**config.mk**
```make
export PLATFORM = sky130hd
export DESIGN_NAME = dds_sweep_ctrl
export DESIGN_NICKNAME = d
export VERILOG_FILES = /design/src/rtl/dds_pkg.sv /design/src/rtl/dds_dwell_cnt.sv /design/src/rtl/dds_sweep_ctrl.sv
export SDC_FILE = /design/constraint.sdc
export NUM_CORES = 1
export LEC_CHECK = 0
export CAP_MARGIN = 0
export CORE_MARGIN = 2
export CORE_UTILIZATION = 25
export CTS_BUF_LIST = sky130_fd_sc_hd__clkbuf_2 sky130_fd_sc_hd__clkbuf_4 sky130_fd_sc_hd__clkbuf_8
export DETAILED_ROUTE_END_ITERATION = 16
export GPL_TIMING_DRIVEN = 0
export SYNTH_ARGS = -nofsm -noshare
export SYNTH_HDL_FRONTEND = slang
export SYNTH_SLANG_ARGS = --single-unit
```
**constraint.sdc**
```tcl
create_clock -name clk -period 3.8 [get_ports clk]
set_clock_uncertainty 0.15 [all_clocks]
set_input_delay 0.76 -clock clk [delete_from_list [all_inputs] [get_ports clk]]
set_output_delay 0.76 -clock clk [all_outputs]
set_load 0.01 [all_outputs]
```
**src/rtl/dds_pkg.sv**
```systemverilog
// Shared types and defaults for the DDS frequency-sweep sequencer.
// Latency: n/a (declarations only).
// Backpressure: n/a.
package dds_pkg;

    localparam int FW_DEF = 16;
    localparam int CW_DEF = 16;

    typedef enum logic [2:0] {
        IDLE  = 3'd0,
        LOAD  = 3'd1,
        DWELL = 3'd2,
        STEP  = 3'd3,
        DONE  = 3'd4
    } sweep_state_t;

    // The DDS core runs (en high) for the whole time a frequency is being presented.
    function automatic logic st_en(input sweep_state_t s);
        return (s == LOAD) || (s == DWELL) || (s == STEP);
    endfunction

    // Busy covers exactly the states in which a frequency is being presented.
    function automatic logic st_busy(input sweep_state_t s);
        return (s == LOAD) || (s == DWELL) || (s == STEP);
    endfunction

endpackage

```
**src/rtl/dds_dwell_cnt.sv**
```systemverilog
// Loadable down-counter with zero flag that times the hold of each sweep frequency.
// Latency: load and decrement take effect on the next clock; zero flag is combinational from the count.
// Backpressure: none; the counter saturates at zero rather than wrapping.
module dds_dwell_cnt #(
    parameter int CW = 16
) (
    input  logic          clk,
    input  logic          rst,
    input  logic          load_i,
    input  logic [CW-1:0] load_val_i,
    input  logic          dec_i,
    output logic          zero_o
);

    logic [CW-1:0] cnt_q;

    // Load has priority over decrement; stop at zero so an idle counter stays quiet.
    always_ff @(posedge clk or negedge rst) begin
        if (!rst) begin
            cnt_q <= '0;
        end else if (load_i) begin
            cnt_q <= load_val_i;
        end else if (dec_i && (cnt_q != '0)) begin
            cnt_q <= cnt_q - CW'(1);
        end
    end

    assign zero_o = (cnt_q == '0);

endmodule

```
**src/rtl/dds_sweep_ctrl.sv**
```systemverilog
// Frequency-sweep sequencer feeding tuning word and en/load to the DDS core.
// Latency: start to first load is one cycle; each frequency lasts dwell+3 cycles.
// Backpressure: none; start is only honoured in IDLE, abort wins in every state.
module dds_sweep_ctrl
    import dds_pkg::*;
#(
    parameter int FW = FW_DEF,
    parameter int CW = CW_DEF
) (
    input  logic          clk,
    input  logic          rst,
    input  logic          start_i,
    input  logic          abort_i,
    input  logic          loop_i,
    input  logic [FW-1:0] f_start_i,
    input  logic [FW-1:0] f_stop_i,
    input  logic [FW-1:0] f_step_i,
    input  logic [CW-1:0] dwell_i,
    output logic          dds_en_o,
    output logic          dds_load_o,
    output logic [FW-1:0] freq_word_o,
    output logic          busy_o,
    output logic          done_o,
    output logic          err_o
);

    sweep_state_t  state_q, state_d;
    logic [FW-1:0] freq_q, freq_d;
    logic          done_q, done_d;
    logic          err_q, err_d;
    logic          en_q, load_q, busy_q;

    // Configuration frozen at start so register writes mid-sweep cannot disturb it.
    logic [FW-1:0] fstart_q, fstop_q, fstep_q;
    logic [CW-1:0] dwell_q;
    logic          loop_q;

    logic          cfg_ok;
    logic          accept;
    logic [FW:0]   nxt_sum;
    logic          dwell_zero;

    assign cfg_ok = (f_step_i != '0) && (f_stop_i >= f_start_i);
    assign accept = (state_q == IDLE) && start_i && !abort_i && cfg_ok;

    // One extra bit so a carry out of the tuning word reads as overshooting f_stop.
    assign nxt_sum = {1'b0, freq_q} + {1'b0, fstep_q};

    dds_dwell_cnt #(
        .CW(CW)
    ) u_dwell (
        .clk       (clk),
        .rst       (rst),
        .load_i    (state_q == LOAD),
        .load_val_i(dwell_q),
        .dec_i     (state_q == DWELL),
        .zero_o    (dwell_zero)
    );

    // Next-state and next-word decision; abort overrides everything, including start and err.
    always_comb begin
        state_d = state_q;
        freq_d  = freq_q;
        err_d   = 1'b0;
        if (abort_i) begin
            state_d = IDLE;
            freq_d  = '0;
        end else begin
            unique case (state_q)
                IDLE: begin
                    if (start_i) begin
                        if (cfg_ok) begin
                            freq_d  = f_start_i;
                            state_d = LOAD;
                        end else begin
                            err_d = 1'b1;
                        end
                    end
                end
                LOAD: begin
                    state_d = DWELL;
                end
                DWELL: begin
                    if (dwell_zero) begin
                        state_d = STEP;
                    end
                end
                STEP: begin
                    if (nxt_sum <= {1'b0, fstop_q}) begin
                        freq_d  = nxt_sum[FW-1:0];
                        state_d = LOAD;
                    end else if (loop_q) begin
                        freq_d  = fstart_q;
                        state_d = LOAD;
                    end else begin
                        state_d = DONE;
                    end
                end
                DONE: begin
                    state_d = IDLE;
                end
                default: begin
                    state_d = IDLE;
                end
            endcase
        end
        done_d = (state_d == DONE);
    end

    // State, word and Moore outputs registered together so the outputs line up with the state.
    always_ff @(posedge clk or negedge rst) begin
        if (!rst) begin
            state_q  <= IDLE;
            freq_q   <= '0;
            done_q   <= 1'b0;
            err_q    <= 1'b0;
            en_q     <= 1'b0;
            load_q   <= 1'b0;
            busy_q   <= 1'b0;
            fstart_q <= '0;
            fstop_q  <= '0;
            fstep_q  <= '0;
            dwell_q  <= '0;
            loop_q   <= 1'b0;
        end else begin
            state_q <= state_d;
            freq_q  <= freq_d;
            done_q  <= done_d;
            err_q   <= err_d;
            en_q    <= st_en(state_d);
            load_q  <= (state_d == LOAD);
            busy_q  <= st_busy(state_d);
            if (accept) begin
                fstart_q <= f_start_i;
                fstop_q  <= f_stop_i;
                fstep_q  <= f_step_i;
                dwell_q  <= dwell_i;
                loop_q   <= loop_i;
            end
        end
    end

    assign dds_en_o    = en_q;
    assign dds_load_o  = load_q;
    assign freq_word_o = freq_q;
    assign busy_o      = busy_q;
    assign done_o      = done_q;
    assign err_o       = err_q;

endmodule

```
# == Yosys cells after proc, flatten, opt, wreduce, memory -nomap -nowiden ==
# Index checks and enable logic that the tools add are counted.
# W data, S select, Z words.
# word_totals
regBits,104
input_bits,69
output_inout_bits,21
wordCells,60
# classes
n_addsub,2
magnitude_cmp,2
n_eq_ne,10
n_mux,19
reduce_logical,15
# ops
operator,count
$mux W16,7
$pmux W16 S2,1
$reduce_bool A16 Y1,2
$mux W3,6
$add A16 B16 Y17,1
$le A17 B16 Y1,1
$ge A16 B16 Y1,1
$logic_not A16 Y1,1
$sub A16 B1 Y16 const B,1
$eq A3 B2 Y1 const B,4
$pmux W3 S4,1
$eq A3 B1 Y1 const B,2
$ne A3 B3 Y1 const B,2
$logic_and A1 B1 Y1,5
$mux W1,4
$ne A4 B4 Y1 const B,1
$reduce_and A4 Y1,1
$eq A3 B3 Y1 const B,1
$logic_not A3 Y1,1
$reduce_bool A3 Y1,1
$logic_or A1 B1 Y1,2
$reduce_bool A2 Y1,1
$logic_not A1 Y1,1

# == Logic depth before layout (Yosys ltp) ==
# Gate-level depths: netlist (run 1).
# depth
ltp_word,9
ltp_mapped,19
ltp_nobuf,17

# == Modules after synthesis ==
# Synthesis (run 1) repeated with hierarchy kept, for this count alone.
# unflattened
cells_unflattened,642
hier_area_um2,6386.1
# modules_own_cells
mod,n_inst,cells_each,area_per_inst_um2
dds_sweep_ctrl,1,518,5322.6
dds_dwell_cnt,1,124,1063.5

# == Worst setup path before layout (run 1) ==
# OpenSTA, ideal clock, no wires.
# synth_path
kind,flip-flop to flip-flop
from,"reg freq_q[0], in the netlist freq_word_o[0]"
to,"reg freq_q[1], in the netlist freq_word_o[1]"
setup_ns,0.078
t_arrival_ns,4.083
required_time_ns,3.572
slack_ns,-0.511
stages_incl_launch_ff,19
path_buffers,1
cell_sequence,dfrtp_1 -> ha_1 -> inv_1 -> fa_1 -> nor2b_4 -> o31a_1 -> o311ai_0 -> a2111oi_0 -> nor3_1 -> inv_1 -> ha_1 -> nand4_1 -> nor4_1 -> a21oi_2 -> or3b_1 -> a31o_2 -> a221oi_4 -> buf_6 -> o2bb2ai_1
# synth_via
elab_chain_cells,5
word_cells_on_any_way,7
cone_classes,add/sub (1); order compare (1); eq/ne (1); mux (3); reduce/logical (1)
# synth_lines
item,line_no,rtl
from (decl),dds_sweep_ctrl.sv:28,"logic [FW-1:0] freq_q, freq_d;"
from (signal assigned),dds_sweep_ctrl.sv:127,freq_q <= freq_d;
$add A16 B16 Y17 (*),dds_sweep_ctrl.sv:47,"assign nxt_sum = {1'b0, freq_q} + {1'b0, fstep_q};"
$le A17 B16 Y1,dds_sweep_ctrl.sv:89,"if (nxt_sum <= {1'b0, fstop_q}) begin"
$mux W16,dds_sweep_ctrl.sv:89,
$pmux W16 S2,dds_sweep_ctrl.sv:69,unique case (state_q)
$mux W16,dds_sweep_ctrl.sv:65,if (abort_i) begin
# Mark *: on every way between the ends. The rest lies on a longest branch, timed or not.
# A chain may end at the register's enable or synchronous reset.

# == Worst setup path in the final report (run 1) ==
# layout_path
from,"reg freq_q[0], in the netlist freq_word_o[0]"
to,"reg freq_q[7], in the netlist freq_word_o[7]"
# Same word-level chain as after synthesis.

==> results of run 1 <==
## layout by cell type (no fill, tap or decap), drive strengths merged, types with 22 or more instances in the layout
| cell | count |
|---|---|
| nor2 | 22 |
| dfrtp | 104 |
| nand2 | 65 |
| buf | 45 |
| o21ai | 45 |
| inv | 60 |
| ha | 49 |
| clkdlybuf4s50 | 88 |
| clkbuf | 26 |
| a21oi | 39 |
| mux2 | 41 |
## cell type report
type,instances,area (um^2),area share [%]
plain buffers,30,190.2,2.197
clock buffers,9,123.9,1.431
clock inverters,6,132.6,1.532
inverters,60,225.2,2.602
multi-input cells,476,3809,43.99
flip-flops and latches,104,2605,30.09
well taps,335,419.2,4.842
repair buffers,120,1152,13.31
## worst paths after layout
| check | startpoint | endpoint | slack [ns] | cells past startpoint |
|---|---|---|---|---|
| max in group asynchronous | rst | fstep_q[10]$_DFFE_PN0P_ | 2.41 | 2 |
| worst min-delay path | rst | dwell_q[11]$_DFFE_PN0P_ | 0.30 | 1 |
| worst min register to register | dwell_q[0]$_DFFE_PN0P_ | u_dwell.cnt_q[0]$_DFFE_PN0P_ | 0.33 | 2 |
| min in group clk | dwell_q[0]$_DFFE_PN0P_ | u_dwell.cnt_q[0]$_DFFE_PN0P_ | 0.33 | 2 |
| worst max register to register | freq_word_o[0]$_DFFE_PN0P_ | freq_word_o[7]$_DFFE_PN0P_ | -0.63 | 19 |
| worst max-delay path | freq_word_o[0]$_DFFE_PN0P_ | freq_word_o[7]$_DFFE_PN0P_ | -0.63 | 19 |
## cells by family (layout without fill, tap and decap cells)
group,after synthesis,after routing,share of synthesized area [%]
AO/OA/AOI/OAI,184,184,20.39
XOR/XNOR,9,9,1.204
adder cells (fa/ha/maj),50,50,9.671
buffers and inverters,91,225,6.212
flip-flops,104,104,39.76
multiplexers,44,44,7.511
AND/OR/NAND/NOR,189,189,15.25
## stage by stage
step / instance area (um^2) / cells / setup WS (ns) / hold WS [ns] / utilization, %
CTS: 8506 / 1132 / -0.5686 / 0.3411 / 32.83
global route: 8657 / 1140 / -0.7920 / 0.3586 / 33.41
finish: 8657 / 1140 / -0.6294 / 0.3021 / 33.41
floorplan: 6583 / 671 / -0.2796 / 0.2848 / -
global placement: 7893 / 1095 / -2.410 / 0.3060 / 30.46
detailed placement: 7910 / 1096 / -0.9160 / 0.3133 / 30.53
## per-layer routing
metal | up-vias | global-route usage (%) | part of all wire (%)
met5 | - | 0 | 0.23
met4 | 6 | 3.705 | 1.8
met3 | 29 | 3.861 | 6.9
met2 | 180 | 23.45 | 47
met1 | 2787 | 19.57 | 44
li1 | 2725 | - | -
## power by group through the flow
stage	clock, W	sequential, W	combinational (W)
floorplan	0	0.00162	0.00172
global placement	0	0.00168	0.00234
detailed placement	0	0.00168	0.00238
CTS	0.000928	0.00167	0.00290
global route	0.000971	0.00171	0.00335
finish	0.000905	0.00167	0.00308
## worst max-delay path, delay by kind of cell (launching register included)
family | cells | cell delay [ns]
compound gates | 6 | 1.40
xor+xnor | 1 | 0.13
fa+ha+maj | 3 | 0.71
buf+inv | 4 | 0.52
flops | 1 | 0.44
simple gates | 5 | 0.96
## registers in the layout (all words and copies together) (netlist names), 3 cells and up
name           count
dwell_q           16
freq_word_o       16
fstart_q          16
fstep_q           16
fstop_q           16
u_dwell.cnt_q     16
state_q            3
## what timing repair did
| item | in CTS | in global routing |
|---|---|---|
| pin swaps | 42 | 21 |
| setup buffers | 20 | 8 |
| gates resized for setup | 33 | 24 |
| endpoints found under the setup margin | 21 | 30 |
| hold endpoints to repair | 0 | 0 |
| gates cloned | 2 | 0 |
==> results.cfg, run 1 <==
[sta]
max_freq_ghz = 0.2258
finalHoldViolCount = 0
period_minus_slack_ns = 4.429
maxSlewHeadroom_pct = 40.42
slew_violations = 0
fin_setup_tns_ns = -11.28
rsz0062_at_grt = yes
fin_crit_sh_pct = 116.6
layout_setup_ws_ns = -0.6294
worstMarginPinSlew_ns = 0.8937
setup_viol_count_final = 21

[drt]
routed_wirelength_um = 20320
drt_iter0_markers = 406
wire_per_inst_um = 17.82
via_per_inst = 5.024
first_pass_iters = 4
detail-route-antenna-nets = 0
vias = 5727
drc = 0

[power_and_ir_drop]
p_seq_share_pct = 29.6
p_switching_w = 0.002273
p_leak_nw = 3.690
ir_worst_vdd_mv = 0.2686
internal_power_w = 0.003383
p_clk_share_pct = 16.0
swShare_pct = 40.18
p_per_area_nw_per_um2 = 653.3
power_w = 0.005656
combPwrFrac_pct = 54.4

[floorplanning]
start_util_pct = 25.26
fp.dieArea_um2 = 27500
num_rows = 59
die_h_um = 165.8
core_um2 = 25910
ios = 90
die_x_um = 165.8

[layout]
fillers = 2612
final_layout_size_suffix_gt1_share_pct = 20.87
fin_nets = 920
diodes = 0
syn_to_final_growth_pct = 32.24

[synth]
ys_ff_latch = 104
syn-num-nets = 790
yosysWarnings = 0
synth_area_um2 = 6546
postSynthCellCount = 671
post_synth_num_cell_types = 72
yosysTopAreaCell = dfrtp_1
ys_top_cells_by_count = 104 x dfrtp_1, 65 x nand2_1, 60 x inv_1
syn_area_per_cell_um2 = 9.756
synth.most_common_cell = dfrtp_1
synth_flop_cell = dfrtp_1
async_flop_share_pct = 100.0
synth_edf_count = 0
synth_top_area_share_pct = 39.76
ys_seq_area_share_pct = 39.76
netlist_top_cells_area = dfrtp_1 40%, ha_1 9.4%, mux2_2 7.1%

[global_routing]
grt_usage_pct = 14.60
grt_pass1_wl_um = 31540
grt_pass1_vias = 5593
antenna_found_initial = 3
grt_max_degree = 67
grt-ovfl-total = 0

[setup_path]
crit_type = flop to flop
crit_top_cell = buf_6
crit_slowest_cell = dfrtp_1
critPathMaxFanout = 6
cp-start-kind = flop
cp.required_ns = 3.94
endpoint_kind = flop
crit_chain = ha_4, inv_2, fa_2, nor2b_4, o31a_1, buf_6, o311a_4, nor2_1, xnor2_2, ha_1, nand4_1, nor4_2, a21oi_2, buf_4, a21o_4, nor3_4, buf_6, o211ai_1, a32o_1
cpPeakStageDelay_ns = 0.44
arrival_ns = 4.56

[clock_network]
cts_tree = yes
clk_latency_ns = 0.40
clk_pin_slew_ns = 0.11
clk_path_buf_depth = 2
cts_buffers = 9
ctsHoldBuffers = 0
cts-htree-levels = 3
root_buffer = clkbuf_8
clkSinkCount = 104

[flow_run]
maxCapViolations = 0

[min_path]
hp-class = input port to async pin

[status]
violations = negative setup slack
status = complete, but fails checks

[place]
port_buffers = 89
gp_congestion = 0.8956
hpwl_um = 15140
Power figures use the tool's default switching activity.
==> run 2: changes to the inputs <==
--- a/config.mk
+++ b/config.mk
@@ -9,6 +9,7 @@
 export CORE_MARGIN = 2
 export CORE_UTILIZATION = 25
 export CTS_BUF_LIST = sky130_fd_sc_hd__clkbuf_2 sky130_fd_sc_hd__clkbuf_4 sky130_fd_sc_hd__clkbuf_8
+export CTS_CLUSTER_SIZE = 28
 export DETAILED_ROUTE_END_ITERATION = 16
 export GPL_TIMING_DRIVEN = 0
 export SYNTH_ARGS = -nofsm -noshare
==> results of run 2 <==
No change in the layout: final DEF, timing and power equal those of run 1.
==> run 3: changes to the inputs <==
--- a/config.mk
+++ b/config.mk
@@ -11,7 +11,9 @@
 export CTS_BUF_LIST = sky130_fd_sc_hd__clkbuf_2 sky130_fd_sc_hd__clkbuf_4 sky130_fd_sc_hd__clkbuf_8
 export CTS_CLUSTER_SIZE = 28
 export DETAILED_ROUTE_END_ITERATION = 16
+export DONT_BUFFER_PORTS = 1
 export GPL_TIMING_DRIVEN = 0
+export PLACE_DENSITY = 0.47
 export SYNTH_ARGS = -nofsm -noshare
 export SYNTH_HDL_FRONTEND = slang
 export SYNTH_SLANG_ARGS = --single-unit
==> run 3 against run 2 <==
- the run still ends with negative setup slack left
- combinational power about the same
- highest routed layer is now met4
- power down 2.9%
- utilization down 3.4 points
- count of clock-buffer cells in the layout unchanged
- critical path depth up 1
- critical path type unchanged
- clock power down 16%
- worst setup slack better by 0.019 ns
==> results.cfg, run 3 (same netlist as run 1, synthesis figures left out) <==
[status]
status = complete, but fails checks
violations = negative setup slack

[floorplanning]
ios = 90
start_util_pct = 25.26
die_h_um = 165.8
fp.dieArea_um2 = 27500
core_um2 = 25910
die_x_um = 165.8
num_rows = 59

[layout]
fin_nets = 831
layout_common_cells = 101 x dfrtp_1, 63 x nand2_1, 59 x inv_1, 42 x ha_1
diodes = 0
final_layout_size_suffix_gt1_share_pct = 23.29
syn_to_final_growth_pct = 18.71
final_common_cell = dfrtp_1
final_area_um2 = 7771

[place]
hpwl_um = 15430
gp_congestion = 0.8028
placed_area_um2 = 7002
dp_slack_ns = -0.9965
port_buffers = 0

[drt]
wire_per_inst_um = 20.12
detail-route-antenna-nets = 0
drc = 0
via_per_inst = 5.069
routed_wirelength_um = 21170
drt_iter0_markers = 363
vias = 5333
first_pass_iters = 4

[power_and_ir_drop]
swShare_pct = 42.74
combPwrFrac_pct = 55.5
p_switching_w = 0.002347
p_leak_nw = 3.339
p_per_area_nw_per_um2 = 706.4
p_seq_share_pct = 30.7
p_clk_share_pct = 13.8
ir_worst_vdd_mv = 0.3018
internal_power_w = 0.003143

[setup_path]
reg2reg_slack_ns = -0.61
cp-start-kind = flop
endpoint_kind = flop
critPathMaxFanout = 6
cp.required_ns = 3.94
r2r-start = freq_word_o[0]$_DFFE_PN0P_
arrival_ns = 4.55
crit_type = flop to flop
r2r_cells = 20
r2r-end = freq_word_o[6]$_DFFE_PN0P_

[clock_network]
clk_path_buf_depth = 2
cts_tree = yes
root_buffer = clkbuf_8
cts_buffers = 9
clk_latency_ns = 0.42
clk_pin_slew_ns = 0.12
clkSinkCount = 104
cts-htree-levels = 3

[global_routing]
grt_usage_pct = 15.35
grt_pass1_wl_um = 32470
grt_pass1_vias = 5379
grt-ovfl-total = 0
grt_max_degree = 105
antenna_found_initial = 0

[min_path]
hp-class = input port to async pin

[sta]
max_freq_ghz = 0.2267
fin_crit_sh_pct = 116.1
worstMarginPinSlew_ns = 0.7752
maxSlewHeadroom_pct = 48.32
slew_violations = 0
rsz0062_at_grt = yes
setup_viol_count_final = 21
layout_setup_ws_ns = -0.6103
period_minus_slack_ns = 4.410
finalHoldViolCount = 0

[flow_run]
maxCapViolations = 0
==> run 3: changes by cell type in the layout (fill, tap and decap cells not counted), moves of 3 or more <==
cell,before,now
inv_8,0,4
bufinv_16,4,0
buf_4,28,20
ha_1,45,42
nor2_1,22,19
buf_8,0,6
o31ai_1,1,4
clkdlybuf4s50_1,88,0
ha_2,0,3
==> run 3: layout make-up <==
type,instances,area [um^2]
fillers,2713,18140
multi-input cells,476,3790
flip-flops and latches,104,2606
well taps,335,419.2
repair buffers,31,327.8
inverters,60,225.2
plain buffers,30,192.7
clock buffers,9,123.9
clock inverters,7,86.33
==> run 3: worst max path at each step <==
stage	startpoint	to	slack, ns	depth (start not counted)
global placement	freq_word_o[0]$_DFFE_PN0P_	freq_word_o[2]$_DFFE_PN0P_	-0.98	18
global route	freq_word_o[0]$_DFFE_PN0P_	freq_word_o[5]$_DFFE_PN0P_	-0.82	21
floorplan	freq_word_o[0]$_DFFE_PN0P_	freq_word_o[1]$_DFFE_PN0P_	-0.28	18
detailed placement	freq_word_o[0]$_DFFE_PN0P_	freq_word_o[2]$_DFFE_PN0P_	-1.0	18
finish	freq_word_o[0]$_DFFE_PN0P_	freq_word_o[6]$_DFFE_PN0P_	-0.61	20
CTS	freq_word_o[0]$_DFFE_PN0P_	freq_word_o[2]$_DFFE_PN0P_	-0.54	17
==> run 3: repair_timing <==
action,in CTS,in global routing
hold buffers,1,0
resized for setup,45,19
endpoints found under the hold margin,104,0
pin swaps,15,12
gates cloned,3,0
setup endpoints to repair,21,21
setup buffers,23,5
==> run 3: worst max-delay path, stage by stage, from the launching register on <==
cell,delay (ns)
dfrtp_2,0.48
ha_4,0.16
inv_2,0.03
fa_2,0.36
nor2b_4,0.14
o31a_1,0.20
buf_4,0.15
o31ai_4,0.06
o21ai_2,0.19
xor2_2,0.24
ha_1,0.29
a21o_1,0.19
a21oi_2,0.15
or3b_4,0.43
a21oi_4,0.21
buf_6,0.12
a31o_4,0.17
a221oi_4,0.07
buf_6,0.15
buf_8,0.13
a32o_1,0.20
==> run 3: power by group through the flow <==
stage               combinational (W)  sequential, W  clock [W]
detailed placement            0.00224        0.00170          0
floorplan                     0.00172        0.00162          0
global route                  0.00332        0.00173   0.000819
finish                        0.00305        0.00169   0.000756
CTS                           0.00279        0.00169   0.000790
global placement              0.00223        0.00170          0
==> run 3: per-layer routing <==
layer  up-vias  track usage (%)  part of all wire (%)
met4         0            3.440                   1.3
li1       2565                -                     -
met3        19            4.147                   6.7
met2       110            25.29                    47
met1      2639            20.15                    45
met5         -                0                     0
==> run 3: metrics by stage <==
step	util, %	cells	hold slack, ns	power, W	TNS, ns
6_report	29.99	1052	0.1100	0.005490	-11.25
4_1_cts	29.49	1048	0.1465	0.005268	-9.811
3_3_place_gp	27.02	1006	0.3070	0.003933	-18.47
5_1_grt	29.99	1052	0.1630	0.005868	-15.36
2_1_floorplan	-	671	0.2848	0.003335	-3.939
3_5_place_dp	27.02	1006	0.3128	0.003944	-18.58
